File: src/rtl/genc_pkg.sv
// genc_pkg: shared encodings for the genc single-cycle RV32I-subset core.
// Holds the opcode, funct3 and funct7 constants, the ALU operation enum and
// the writeback source select used by the decoder.
package genc_pkg;

    // Major opcodes (instruction bits [6:0])
    localparam logic [6:0] OPC_OP     = 7'b0110011;
    localparam logic [6:0] OPC_OP_IMM = 7'b0010011;
    localparam logic [6:0] OPC_LUI    = 7'b0110111;
    localparam logic [6:0] OPC_AUIPC  = 7'b0010111;
    localparam logic [6:0] OPC_JAL    = 7'b1101111;
    localparam logic [6:0] OPC_JALR   = 7'b1100111;
    localparam logic [6:0] OPC_BRANCH = 7'b1100011;

    // funct3 for OP / OP-IMM
    localparam logic [2:0] F3_ADD  = 3'b000;
    localparam logic [2:0] F3_SLL  = 3'b001;
    localparam logic [2:0] F3_SLT  = 3'b010;
    localparam logic [2:0] F3_SLTU = 3'b011;
    localparam logic [2:0] F3_XOR  = 3'b100;
    localparam logic [2:0] F3_SR   = 3'b101;
    localparam logic [2:0] F3_OR   = 3'b110;
    localparam logic [2:0] F3_AND  = 3'b111;

    // funct3 for BRANCH
    localparam logic [2:0] F3_BEQ  = 3'b000;
    localparam logic [2:0] F3_BNE  = 3'b001;
    localparam logic [2:0] F3_BLT  = 3'b100;
    localparam logic [2:0] F3_BGE  = 3'b101;
    localparam logic [2:0] F3_BLTU = 3'b110;
    localparam logic [2:0] F3_BGEU = 3'b111;

    // funct3 for JALR (only one legal value)
    localparam logic [2:0] F3_JALR = 3'b000;

    // funct7 variants: base ops and the SUB/SRA alternate
    localparam logic [6:0] F7_BASE = 7'b0000000;
    localparam logic [6:0] F7_ALT  = 7'b0100000;

    // ALU operations
    typedef enum logic [3:0] {
        ALU_ADD,
        ALU_SUB,
        ALU_SLL,
        ALU_SLT,
        ALU_SLTU,
        ALU_XOR,
        ALU_SRL,
        ALU_SRA,
        ALU_OR,
        ALU_AND
    } alu_op_e;

    // Register writeback source
    typedef enum logic [1:0] {
        WB_ALU,
        WB_LUI,
        WB_AUIPC,
        WB_PC4
    } wb_sel_e;

endpackage

File: src/rtl/genc_regfile.sv
// genc_regfile: 32x32 register file with two asynchronous read ports and
// one synchronous write port. x0 reads as zero and ignores writes.
module genc_regfile
    import genc_pkg::*;
(
    input  logic        i_clk,
    input  logic        i_reset,
    input  logic [4:0]  i_rs1_addr,
    input  logic [4:0]  i_rs2_addr,
    output logic [31:0] o_rs1_data,
    output logic [31:0] o_rs2_data,
    input  logic        i_we,
    input  logic [4:0]  i_wr_addr,
    input  logic [31:0] i_wr_data
);

    logic [31:0] regs [32];

    // Clear every register on reset; otherwise write rd when enabled and rd != x0
    always_ff @(posedge i_clk or posedge i_reset) begin
        if (i_reset) begin
            for (int i = 0; i < 32; i++) begin
                regs[i] <= '0;
            end
        end else if (i_we && (i_wr_addr != 5'd0)) begin
            regs[i_wr_addr] <= i_wr_data;
        end
    end

    // x0 is forced to zero at the read ports so it never depends on storage
    assign o_rs1_data = (i_rs1_addr == 5'd0) ? 32'd0 : regs[i_rs1_addr];
    assign o_rs2_data = (i_rs2_addr == 5'd0) ? 32'd0 : regs[i_rs2_addr];

endmodule

File: src/rtl/genc_core.sv
// genc_core: single-cycle RV32I-subset core. Drives pc, receives the
// instruction on komut in the same cycle, executes it and retires on the
// next rising edge. Any illegal instruction or misaligned taken target
// moves the core into a sticky halted state signalled on hata.
module genc_core
    import genc_pkg::*;
#(
    parameter logic [31:0] RESET_PC = 32'h0000_0000
) (
    input  logic        clk,
    input  logic        reset,
    input  logic [31:0] komut,
    output logic [31:0] pc,
    output logic        hata
);

    // Run/halt state; hata is the externally visible view of it
    localparam logic [0:0] ST_RUN  = 1'b0;
    localparam logic [0:0] ST_HALT = 1'b1;

    logic [0:0]  r_state;
    logic [31:0] r_pc;

    // Instruction fields
    logic [6:0]  w_opcode;
    logic [4:0]  w_rd;
    logic [4:0]  w_rs1;
    logic [4:0]  w_rs2;
    logic [2:0]  w_funct3;
    logic [6:0]  w_funct7;

    // Sign-extended immediates
    logic [31:0] w_imm_i;
    logic [31:0] w_imm_u;
    logic [31:0] w_imm_b;
    logic [31:0] w_imm_j;

    // Decoder outputs
    alu_op_e     w_alu_op;
    wb_sel_e     w_wb_sel;
    logic        w_use_imm;
    logic        w_wb_en;
    logic        w_is_branch;
    logic        w_is_jal;
    logic        w_is_jalr;
    logic        w_dec_illegal;

    // Datapath
    logic [31:0] w_rs1_data;
    logic [31:0] w_rs2_data;
    logic [31:0] w_alu_b;
    logic [31:0] w_alu_result;
    logic [31:0] w_wr_data;
    logic        w_br_taken;
    logic        w_take;
    logic [31:0] w_target;
    logic [31:0] w_pc_plus4;
    logic [31:0] w_next_pc;
    logic        w_misalign;
    logic        w_fault;
    logic        w_running;
    logic        w_rf_we;

    assign w_opcode = komut[6:0];
    assign w_rd     = komut[11:7];
    assign w_funct3 = komut[14:12];
    assign w_rs1    = komut[19:15];
    assign w_rs2    = komut[24:20];
    assign w_funct7 = komut[31:25];

    assign w_imm_i = {{20{komut[31]}}, komut[31:20]};
    assign w_imm_u = {komut[31:12], 12'h000};
    assign w_imm_b = {{19{komut[31]}}, komut[31], komut[7], komut[30:25], komut[11:8], 1'b0};
    assign w_imm_j = {{11{komut[31]}}, komut[31], komut[19:12], komut[20], komut[30:21], 1'b0};

    // Decode opcode/funct fields into control signals and flag undefined encodings
    always_comb begin
        w_alu_op      = ALU_ADD;
        w_wb_sel      = WB_ALU;
        w_use_imm     = 1'b0;
        w_wb_en       = 1'b0;
        w_is_branch   = 1'b0;
        w_is_jal      = 1'b0;
        w_is_jalr     = 1'b0;
        w_dec_illegal = 1'b0;
        case (w_opcode)
            OPC_LUI: begin
                w_wb_en  = 1'b1;
                w_wb_sel = WB_LUI;
            end
            OPC_AUIPC: begin
                w_wb_en  = 1'b1;
                w_wb_sel = WB_AUIPC;
            end
            OPC_JAL: begin
                w_wb_en  = 1'b1;
                w_wb_sel = WB_PC4;
                w_is_jal = 1'b1;
            end
            OPC_JALR: begin
                if (w_funct3 != F3_JALR) begin
                    w_dec_illegal = 1'b1;
                end else begin
                    w_wb_en   = 1'b1;
                    w_wb_sel  = WB_PC4;
                    w_is_jalr = 1'b1;
                end
            end
            OPC_BRANCH: begin
                w_is_branch = 1'b1;
                // funct3 010/011 are not branch encodings
                if (w_funct3 == 3'b010 || w_funct3 == 3'b011) begin
                    w_dec_illegal = 1'b1;
                end
            end
            OPC_OP_IMM: begin
                w_wb_en   = 1'b1;
                w_use_imm = 1'b1;
                case (w_funct3)
                    F3_ADD:  w_alu_op = ALU_ADD;
                    F3_SLT:  w_alu_op = ALU_SLT;
                    F3_SLTU: w_alu_op = ALU_SLTU;
                    F3_XOR:  w_alu_op = ALU_XOR;
                    F3_OR:   w_alu_op = ALU_OR;
                    F3_AND:  w_alu_op = ALU_AND;
                    F3_SLL: begin
                        w_alu_op = ALU_SLL;
                        if (w_funct7 != F7_BASE) w_dec_illegal = 1'b1;
                    end
                    default: begin // F3_SR
                        if (w_funct7 == F7_BASE)     w_alu_op = ALU_SRL;
                        else if (w_funct7 == F7_ALT) w_alu_op = ALU_SRA;
                        else                         w_dec_illegal = 1'b1;
                    end
                endcase
            end
            OPC_OP: begin
                w_wb_en = 1'b1;
                case (w_funct3)
                    F3_ADD: begin
                        if (w_funct7 == F7_BASE)     w_alu_op = ALU_ADD;
                        else if (w_funct7 == F7_ALT) w_alu_op = ALU_SUB;
                        else                         w_dec_illegal = 1'b1;
                    end
                    F3_SR: begin
                        if (w_funct7 == F7_BASE)     w_alu_op = ALU_SRL;
                        else if (w_funct7 == F7_ALT) w_alu_op = ALU_SRA;
                        else                         w_dec_illegal = 1'b1;
                    end
                    default: begin
                        // Remaining ops only exist with the base funct7
                        if (w_funct7 != F7_BASE) w_dec_illegal = 1'b1;
                        case (w_funct3)
                            F3_SLL:  w_alu_op = ALU_SLL;
                            F3_SLT:  w_alu_op = ALU_SLT;
                            F3_SLTU: w_alu_op = ALU_SLTU;
                            F3_XOR:  w_alu_op = ALU_XOR;
                            F3_OR:   w_alu_op = ALU_OR;
                            default: w_alu_op = ALU_AND;
                        endcase
                    end
                endcase
            end
            default: begin
                w_dec_illegal = 1'b1;
            end
        endcase
    end

    genc_regfile regfile (
        .i_clk      (clk),
        .i_reset    (reset),
        .i_rs1_addr (w_rs1),
        .i_rs2_addr (w_rs2),
        .o_rs1_data (w_rs1_data),
        .o_rs2_data (w_rs2_data),
        .i_we       (w_rf_we),
        .i_wr_addr  (w_rd),
        .i_wr_data  (w_wr_data)
    );

    assign w_alu_b = w_use_imm ? w_imm_i : w_rs2_data;

    // ALU: 32-bit wrap-around arithmetic, shift amount from the low 5 bits of operand b
    always_comb begin
        w_alu_result = 32'd0;
        case (w_alu_op)
            ALU_ADD:  w_alu_result = w_rs1_data + w_alu_b;
            ALU_SUB:  w_alu_result = w_rs1_data - w_alu_b;
            ALU_SLL:  w_alu_result = w_rs1_data << w_alu_b[4:0];
            ALU_SLT:  w_alu_result = {31'd0, $signed(w_rs1_data) < $signed(w_alu_b)};
            ALU_SLTU: w_alu_result = {31'd0, w_rs1_data < w_alu_b};
            ALU_XOR:  w_alu_result = w_rs1_data ^ w_alu_b;
            ALU_SRL:  w_alu_result = w_rs1_data >> w_alu_b[4:0];
            ALU_SRA:  w_alu_result = $unsigned($signed(w_rs1_data) >>> w_alu_b[4:0]);
            ALU_OR:   w_alu_result = w_rs1_data | w_alu_b;
            ALU_AND:  w_alu_result = w_rs1_data & w_alu_b;
            default:  w_alu_result = 32'd0;
        endcase
    end

    // Branch condition evaluation on rs1/rs2
    always_comb begin
        w_br_taken = 1'b0;
        case (w_funct3)
            F3_BEQ:  w_br_taken = (w_rs1_data == w_rs2_data);
            F3_BNE:  w_br_taken = (w_rs1_data != w_rs2_data);
            F3_BLT:  w_br_taken = ($signed(w_rs1_data) <  $signed(w_rs2_data));
            F3_BGE:  w_br_taken = ($signed(w_rs1_data) >= $signed(w_rs2_data));
            F3_BLTU: w_br_taken = (w_rs1_data <  w_rs2_data);
            F3_BGEU: w_br_taken = (w_rs1_data >= w_rs2_data);
            default: w_br_taken = 1'b0;
        endcase
    end

    assign w_pc_plus4 = r_pc + 32'd4;

    // Control-transfer target; JALR clears bit 0 of the computed address
    always_comb begin
        w_target = w_pc_plus4;
        if (w_is_jal) begin
            w_target = r_pc + w_imm_j;
        end else if (w_is_jalr) begin
            w_target = (w_rs1_data + w_imm_i) & 32'hFFFF_FFFE;
        end else if (w_is_branch) begin
            w_target = r_pc + w_imm_b;
        end
    end

    // Writeback data select
    always_comb begin
        w_wr_data = w_alu_result;
        case (w_wb_sel)
            WB_LUI:   w_wr_data = w_imm_u;
            WB_AUIPC: w_wr_data = r_pc + w_imm_u;
            WB_PC4:   w_wr_data = w_pc_plus4;
            default:  w_wr_data = w_alu_result;
        endcase
    end

    assign w_take     = w_is_jal | w_is_jalr | (w_is_branch & w_br_taken & ~w_dec_illegal);
    assign w_misalign = w_take & (w_target[1:0] != 2'b00);
    assign w_fault    = w_dec_illegal | w_misalign;
    assign w_next_pc  = w_take ? w_target : w_pc_plus4;
    assign w_running  = (r_state == ST_RUN);
    // A faulting instruction retires nothing, and a halted core writes nothing
    assign w_rf_we    = w_running & w_wb_en & ~w_fault;

    // pc and run/halt state: advance while running, freeze on the first fault
    always_ff @(posedge clk or posedge reset) begin
        if (reset) begin
            r_pc    <= RESET_PC;
            r_state <= ST_RUN;
        end else if (w_running) begin
            if (w_fault) begin
                r_state <= ST_HALT;
            end else begin
                r_pc <= w_next_pc;
            end
        end
    end

    assign pc   = r_pc;
    assign hata = (r_state == ST_HALT);

endmodule

File: config.mk
export PLATFORM = sky130hd
export DESIGN_NAME = genc_core
export DESIGN_NICKNAME = d
export VERILOG_FILES = /design/src/rtl/genc_pkg.sv /design/src/rtl/genc_regfile.sv /design/src/rtl/genc_core.sv
export SDC_FILE = /design/constraint.sdc
export NUM_CORES = 2
export LEC_CHECK = 0
export BUFFER_PORTS_ARGS = -buffer_cell sky130_fd_sc_hd__buf_2
export CAP_MARGIN = 20
export CORE_MARGIN = 2
export CORE_UTILIZATION = 60
export DETAILED_ROUTE_END_ITERATION = 16
export HOLD_SLACK_MARGIN = 0.1
export PLACE_DENSITY = 0.76
export SYNTH_ARGS = -nofsm -noshare
export SYNTH_HDL_FRONTEND = slang
export SYNTH_SLANG_ARGS = --single-unit
File: constraint.sdc
create_clock -name clk -period 95.8 [get_ports clk]
set_input_delay 28.74 -clock clk [delete_from_list [all_inputs] [get_ports clk]]
set_output_delay 28.74 -clock clk [all_outputs]
set_load 0.05 [all_outputs]
Word level (Yosys, flattened, before mapping)

Cells that the tools add are included.

Add/subtract/negate cells: 7
Order comparisons: 10
Eq/ne operators: 29
Shifts and indexed selects: 3
Multiplexer cells: 45
Bitwise operators: 17
Reductions and logical operators: 17

Operators with widths:

| kind                                                                  | count |
|---|---|
| 1024-bit bitwise mux                                                  | 1 |
| 32-bit 2-to-1 mux                                                     | 12 |
| 32-bit binary-select mux with 5-bit select                            | 2 |
| 32-bit one-hot mux with 10 select lines                               | 1 |
| 32-bit adder                                                          | 5 |
| 32-bit demux with 5-bit select                                        | 1 |
| 32-bit < comparator                                                   | 4 |
| 32-bit one-hot mux with 3 select lines                                | 1 |
| 32-bit >= comparator                                                  | 2 |
| 32-bit by 3-bit adder with 32-bit output, second input constant       | 1 |
| 32-bit AND                                                            | 1 |
| 32-bit equality test                                                  | 1 |
| 32-bit inequality test                                                | 1 |
| 32-bit OR                                                             | 1 |
| 32-bit by 5-bit left shift with 32-bit output                         | 1 |
| 32-bit by 5-bit >> shifter with 32-bit output                         | 1 |
| 32-bit by 5-bit >>> shifter with 32-bit output                        | 1 |
| 32-bit subtractor                                                     | 1 |
| 32-bit bitwise XOR                                                    | 1 |
| 4-bit one-hot mux with 7 select lines                                 | 1 |
| 7-bit by 6-bit equality test with 1-bit output, second input constant | 3 |
| 7-bit equality test, second input constant                            | 3 |
| 4-bit one-hot mux with 5 select lines                                 | 1 |
| 6-bit >= comparator, second input constant                            | 3 |
| 38 further kinds                                                      | 78 |

Bits in registers: 1057
Output and inout bits: 33
Word-level logic and storage cells: 162

Logic depth before layout (Yosys ltp)

Depth after elaboration: 15
Gate-level depth with buffers: 28

By module

Synthesis repeated with hierarchy kept, for this count alone.

Cell total of the unflattened synthesis: 6668
Area total of the unflattened synthesis: 73748.2 um2

Modules (own cells, without submodules):

| module       | instances | cells an instance | area an instance (um2) |
|---|---|---|---|
| genc_regfile | 1         | 3707              | 54468.5 |
| genc_core    | 1         | 2961              | 19279.7 |

Least setup slack after synthesis

OpenSTA, ideal clock, no wires.

Kind: in2reg
Start point: input komut[20]
End point: register regfile.regs[221] in the netlist's numbering
Setup time: 0.125 ns
Arrival: 34.587 ns
Data required time: 95.675 ns
Setup slack: 61.088 ns
Cell stages on the path: 26
Path buffers: 9
Cells stage by stage: buf_6 -> buf_4 -> buf_2 -> buf_4 -> clkbuf_1 -> buf_1 -> clkbuf_1 -> mux4_2 -> o22ai_1 -> nor3_1 -> o21ai_0 -> o21ai_0 -> ha_1 -> clkbuf_1 -> nor2b_1 -> or4_1 -> or3b_1 -> a211oi_1 -> o41a_1 -> o31a_1 -> o21ai_1 -> xnor2_1 -> nor2_1 -> o41a_1 -> buf_2 -> mux2_2

Longest elaborated chain between the ends: 15
Elaborated cells between the ends (all ways): 38

RTL lines:

| element                                              | RTL line           | RTL |
|---|---|---|
| start: declaration                                   | genc_core.sv:12    | `input logic [31:0] komut,` |
| 5-bit NOT with 6-bit output (not written as such)    | genc_regfile.sv:32 | `assign o_rs2_data = (i_rs2_addr == 5'd0) ? 32'd0 : regs[i_rs2_addr];` |
| 32-bit binary-select mux with 5-bit select           | genc_regfile.sv:32 |  |
| 32-bit 2-to-1 mux (not written as such) (2 in a row) | genc_regfile.sv:32 |  |
| 32-bit 2-to-1 mux                                    | genc_regfile.sv:32 |  |
| 32-bit >= comparator (tied with other cells)         | genc_core.sv:211   | `F3_BGEU: w_br_taken = (w_rs1_data >= w_rs2_data);` |
| 1-bit one-hot mux with 6 select lines                | genc_core.sv:205   | `case (w_funct3)` |
| 1-bit AND (2 in a row)                               | genc_core.sv:241   | `assign w_take = w_is_jal \| w_is_jalr \| (w_is_branch & w_br_taken & ~w_dec_illegal);` |
| 1-bit OR                                             | genc_core.sv:241   |  |
| 1-bit AND                                            | genc_core.sv:242   | `assign w_misalign = w_take & (w_target[1:0] != 2'b00);` |
| 1-bit OR                                             | genc_core.sv:243   | `assign w_fault = w_dec_illegal \| w_misalign;` |
| 1-bit NOT (no source line)                           | --                 |  |
| 1-bit AND                                            | genc_core.sv:247   | `assign w_rf_we = w_running & w_wb_en & ~w_fault;` |
| 1-bit logical AND                                    | genc_regfile.sv:25 | `end else if (i_we && (i_wr_addr != 5'd0)) begin` |
| end signal: indexed assignment                       | genc_regfile.sv:26 | `regs[i_wr_addr] <= i_wr_data;` |
| end: declaration                                     | genc_regfile.sv:17 | `logic [31:0] regs [32];` |

Several ways; a longest one is shown, not always the timed one. The select of a mux whose other input is x is not followed.
A chain may end at the register's enable or synchronous reset.

Worst setup path in the final report

Start point: input komut[22]
End point: register regfile.regs[990] in the netlist's numbering

Same word-level chain as after synthesis.

==> impl_metrics.json <==
{
  "status": "completed",
  "routed_wl_um": 282000,
  "min_period_over_period_pct": 39.8,
  "yosysTopAreaCell": "dfrtp_1",
  "cts-root-buf": "clkbuf_16",
  "hold_viol_final": 0,
  "drive_gt1_share_pct": 26.2,
  "start_util_pct": 60.6,
  "fin_crit_ns": 38.15,
  "cp-start-kind": "input port",
  "io_pins": 67,
  "setup_ws_ns": 57.65,
  "viasPerCell": 7.54,
  "ctsResizeCount": 0,
  "slew_headroom_pct": 9.32,
  "synth_nets": 7103,
  "die_area_um2": 124000,
  "highest_layer": "met5",
  "grt_use_total_pct": 44.4,
  "clkSinkCount": 1057,
  "maxCapViolCount": 0,
  "num-fill-cells": 9191,
  "worstMarginPinSlew_ns": 1.36,
  "grt_pass1_wl_um": 410000,
  "ff2ff_path_depth": 18,
  "hpwlAfterDp_um": 185000,
  "async_reset_ff_share_pct": 100,
  "port_buffers": 66,
  "nNetsFinal": 6849,
  "hold_class": "flip-flop to flip-flop",
  "m1WireLength_um": 101000,
  "cts_buffer_depth": 3,
  "cp_slowest_cell": "nor4_4",
  "grt_max_degree": 108,
  "wl_met3_um": 35000,
  "p_leak_uw": 0.0356,
  "ys_seq_elements": 1057,
  "endpoint_kind": "flip-flop",
  "grt-ovfl-total": 0,
  "core_um2": 120000,
  "whs_path_depth": 0,
  "critPathBufInv": 6,
  "syn2layout_area_growth_pct": 7.28,
  "multiInputGateArea_um2": 43300,
  "cp.depth": 23,
  "dpl_worst_slack_ns": 57.18,
  "grt_pass1_vias": 60562,
  "cpPeakStageDelay_ns": 0.97,
  "synth.top_cell.area_share_pct": 36.3,
  "place.gp.congestion": 1.03,
  "peakVddDrop_mv": 0.0179,
  "first_iter_violations": 8974,
  "worstPathRequired_ns": 96.41,
  "post_cts_buffers": 0,
  "ant_nets": 0,
  "core.rowCount": 127,
  "crit_arrival_ns": 38.77,
  "fin_skew_ns": 0.0759,
  "wl_per_cell_um": 34.0,
  "hold_buffers": 0,
  "synthFlopType": "dfrtp_1",
  "rsz0062_at_grt": "no",
  "register_area_um2": 26500,
  "cp_top_family": "simple AND/OR/NAND/NOR gates",
  "ys_types": 105,
  "p_per_area_nw_per_um2": 13.8,
  "route.vias.total": 62569,
  "syn_area_per_cell_um2": 10.7,
  "yosysSeqAreaShare_pct": 36.3,
  "crit_fanout": 50,
  "die_w_um": 353,
  "antenna_found_initial": 13,
  "htree_levels": 3,
  "synth_edf_count": 0,
  "clkSlewWorstSetupHoldPaths_ns": 0.06,
  "tns_ns": 0,
  "syn_area_um2": 72900,
  "synth_area_leaders": "dfrtp_1 36%, mux2_2 13%, mux4_2 9.9%",
  "crit_top_cell": "buf_4",
  "cts_tree": "built",
  "layout_commonest_cell": "dfrtp_1",
  "crit_chain": "buf_4 -> buf_4 -> nand2b_4 -> buf_4 -> buf_4 -> o221ai_1 -> o22ai_1 -> nor3_1 -> o21ai_1 -> ha_1 -> nand4_1 -> nor4_1 -> nand3_1 -> xnor2_1 -> o21ai_0 -> nand2_1 -> a21oi_1 -> a21oi_2 -> buf_4 -> nand4b_1 -> nor4_4 -> buf_4 -> mux2_2",
  "die_h_um": 353,
  "syn-instance-count": 6849,
  "cts_made_buffers": 110,
  "wl_met2_um": 123000,
  "fmax_mhz": 26.2,
  "slew_viol_final": 0,
  "ys_warn_count": 0,
  "drtPass1Iterations": 10,
  "critPathKind": "input port to flip-flop",
  "setup_viol": 0,
  "drt_drc_violations_left": 0,
  "final_cell_mix": "1057 x dfrtp_1, 861 x mux2_2, 479 x a21oi_1, 471 x mux2i_1, 406 x nor2_1",
  "clk_latency_ns": 0.77
}
[area by class of cell]
cell class / instances / share of cell area [%]
multi-input cells: 5005 / 55.4
flip-flops and latches: 1057 / 33.8
clock buffers: 161 / 4.10
repair buffers: 263 / 2.59
well taps: 1612 / 2.58
clock inverters: 42 / 0.798
inverters: 158 / 0.769
diodes: 4 / 0.0128
[flip-flops by register name, summed over array words and instances, names as in the netlist]
name,cells
regfile.regs,1024
pc,32
hata,1
[path summary, 6_finish.rpt]
path / startpoint / slack (ns) / endpoint
worst max-delay path: komut[22] / 57.65 / regfile.regs[990]$_DFFE_PP0P_
max in group asynchronous: reset / 63.30 / regfile.regs[54]$_DFFE_PP0P_
worst min register to register: regfile.regs[994]$_DFFE_PP0P_ / 0.37 / regfile.regs[994]$_DFFE_PP0P_
worst min-delay path: regfile.regs[994]$_DFFE_PP0P_ / 0.37 / regfile.regs[994]$_DFFE_PP0P_
min in group asynchronous: reset / 28.13 / regfile.regs[176]$_DFFE_PP0P_
worst max register to register: regfile.regs[730]$_DFFE_PP0P_ / 87.11 / regfile.regs[990]$_DFFE_PP0P_
[where the power goes]
group / leakage, uW / switching (uW) / internal [uW]
Combinational: 0.0190 / 128 / 48.5
Clock: 0.00187 / 191 / 267
Sequential: 0.0147 / 0 / 446
Total: 0.0356 / 319 / 762
[kinds of logic (layout without fill, tap and decap cells)]
logic type                 after synthesis  count (layout)  share of synthesized area [%]
other                                    0               4                              0
adders and majority gates              220             220                           3.84
muxes                                 1658            1658                           29.8
and+or+nand+nor                       1309            1309                           8.48
xor gates and xnor gates               139             139                           1.67
buffers and inverters                  787             624                           4.88
AOI/OAI and AO/OA                     1679            1679                           15.1
DFF                                   1057            1057                           36.3
[stage by stage]
step / power, uW / hold slack, ns / util (%) / instance area [um^2] / instances
floorplan: 564 / 0.425 / - / 73000 / 6849
global placement: 620 / 0.360 / 61.6 / 74200 / 8080
detailed placement: 621 / 0.363 / 61.7 / 74200 / 8087
CTS: 1070 / 0.378 / 64.9 / 78100 / 8290
global route: 1110 / 0.381 / 65.1 / 78200 / 8298
finish: 1080 / 0.375 / 65.1 / 78300 / 8302
[synthesized netlist by cell type (141+ instances only)]
cell and n:
clkbuf_1 324, mux2i_1 471, mux2_2 861, mux4_2 321, a22oi_1 141, ha_1 214
o21ai_0 296, a21oi_1 481, nand2_1 337, inv_1 151, buf_2 171, dfrtp_1 1057
nor2_1 416
[routing by layer]
metal,vias to the layer above,GRT usage (%)
met4,12,31.4
met5,-,0
met2,4769,65.5
li1,25401,-
met1,31165,56.3
met3,1222,12.7
(Power assumes the default switching activity.)
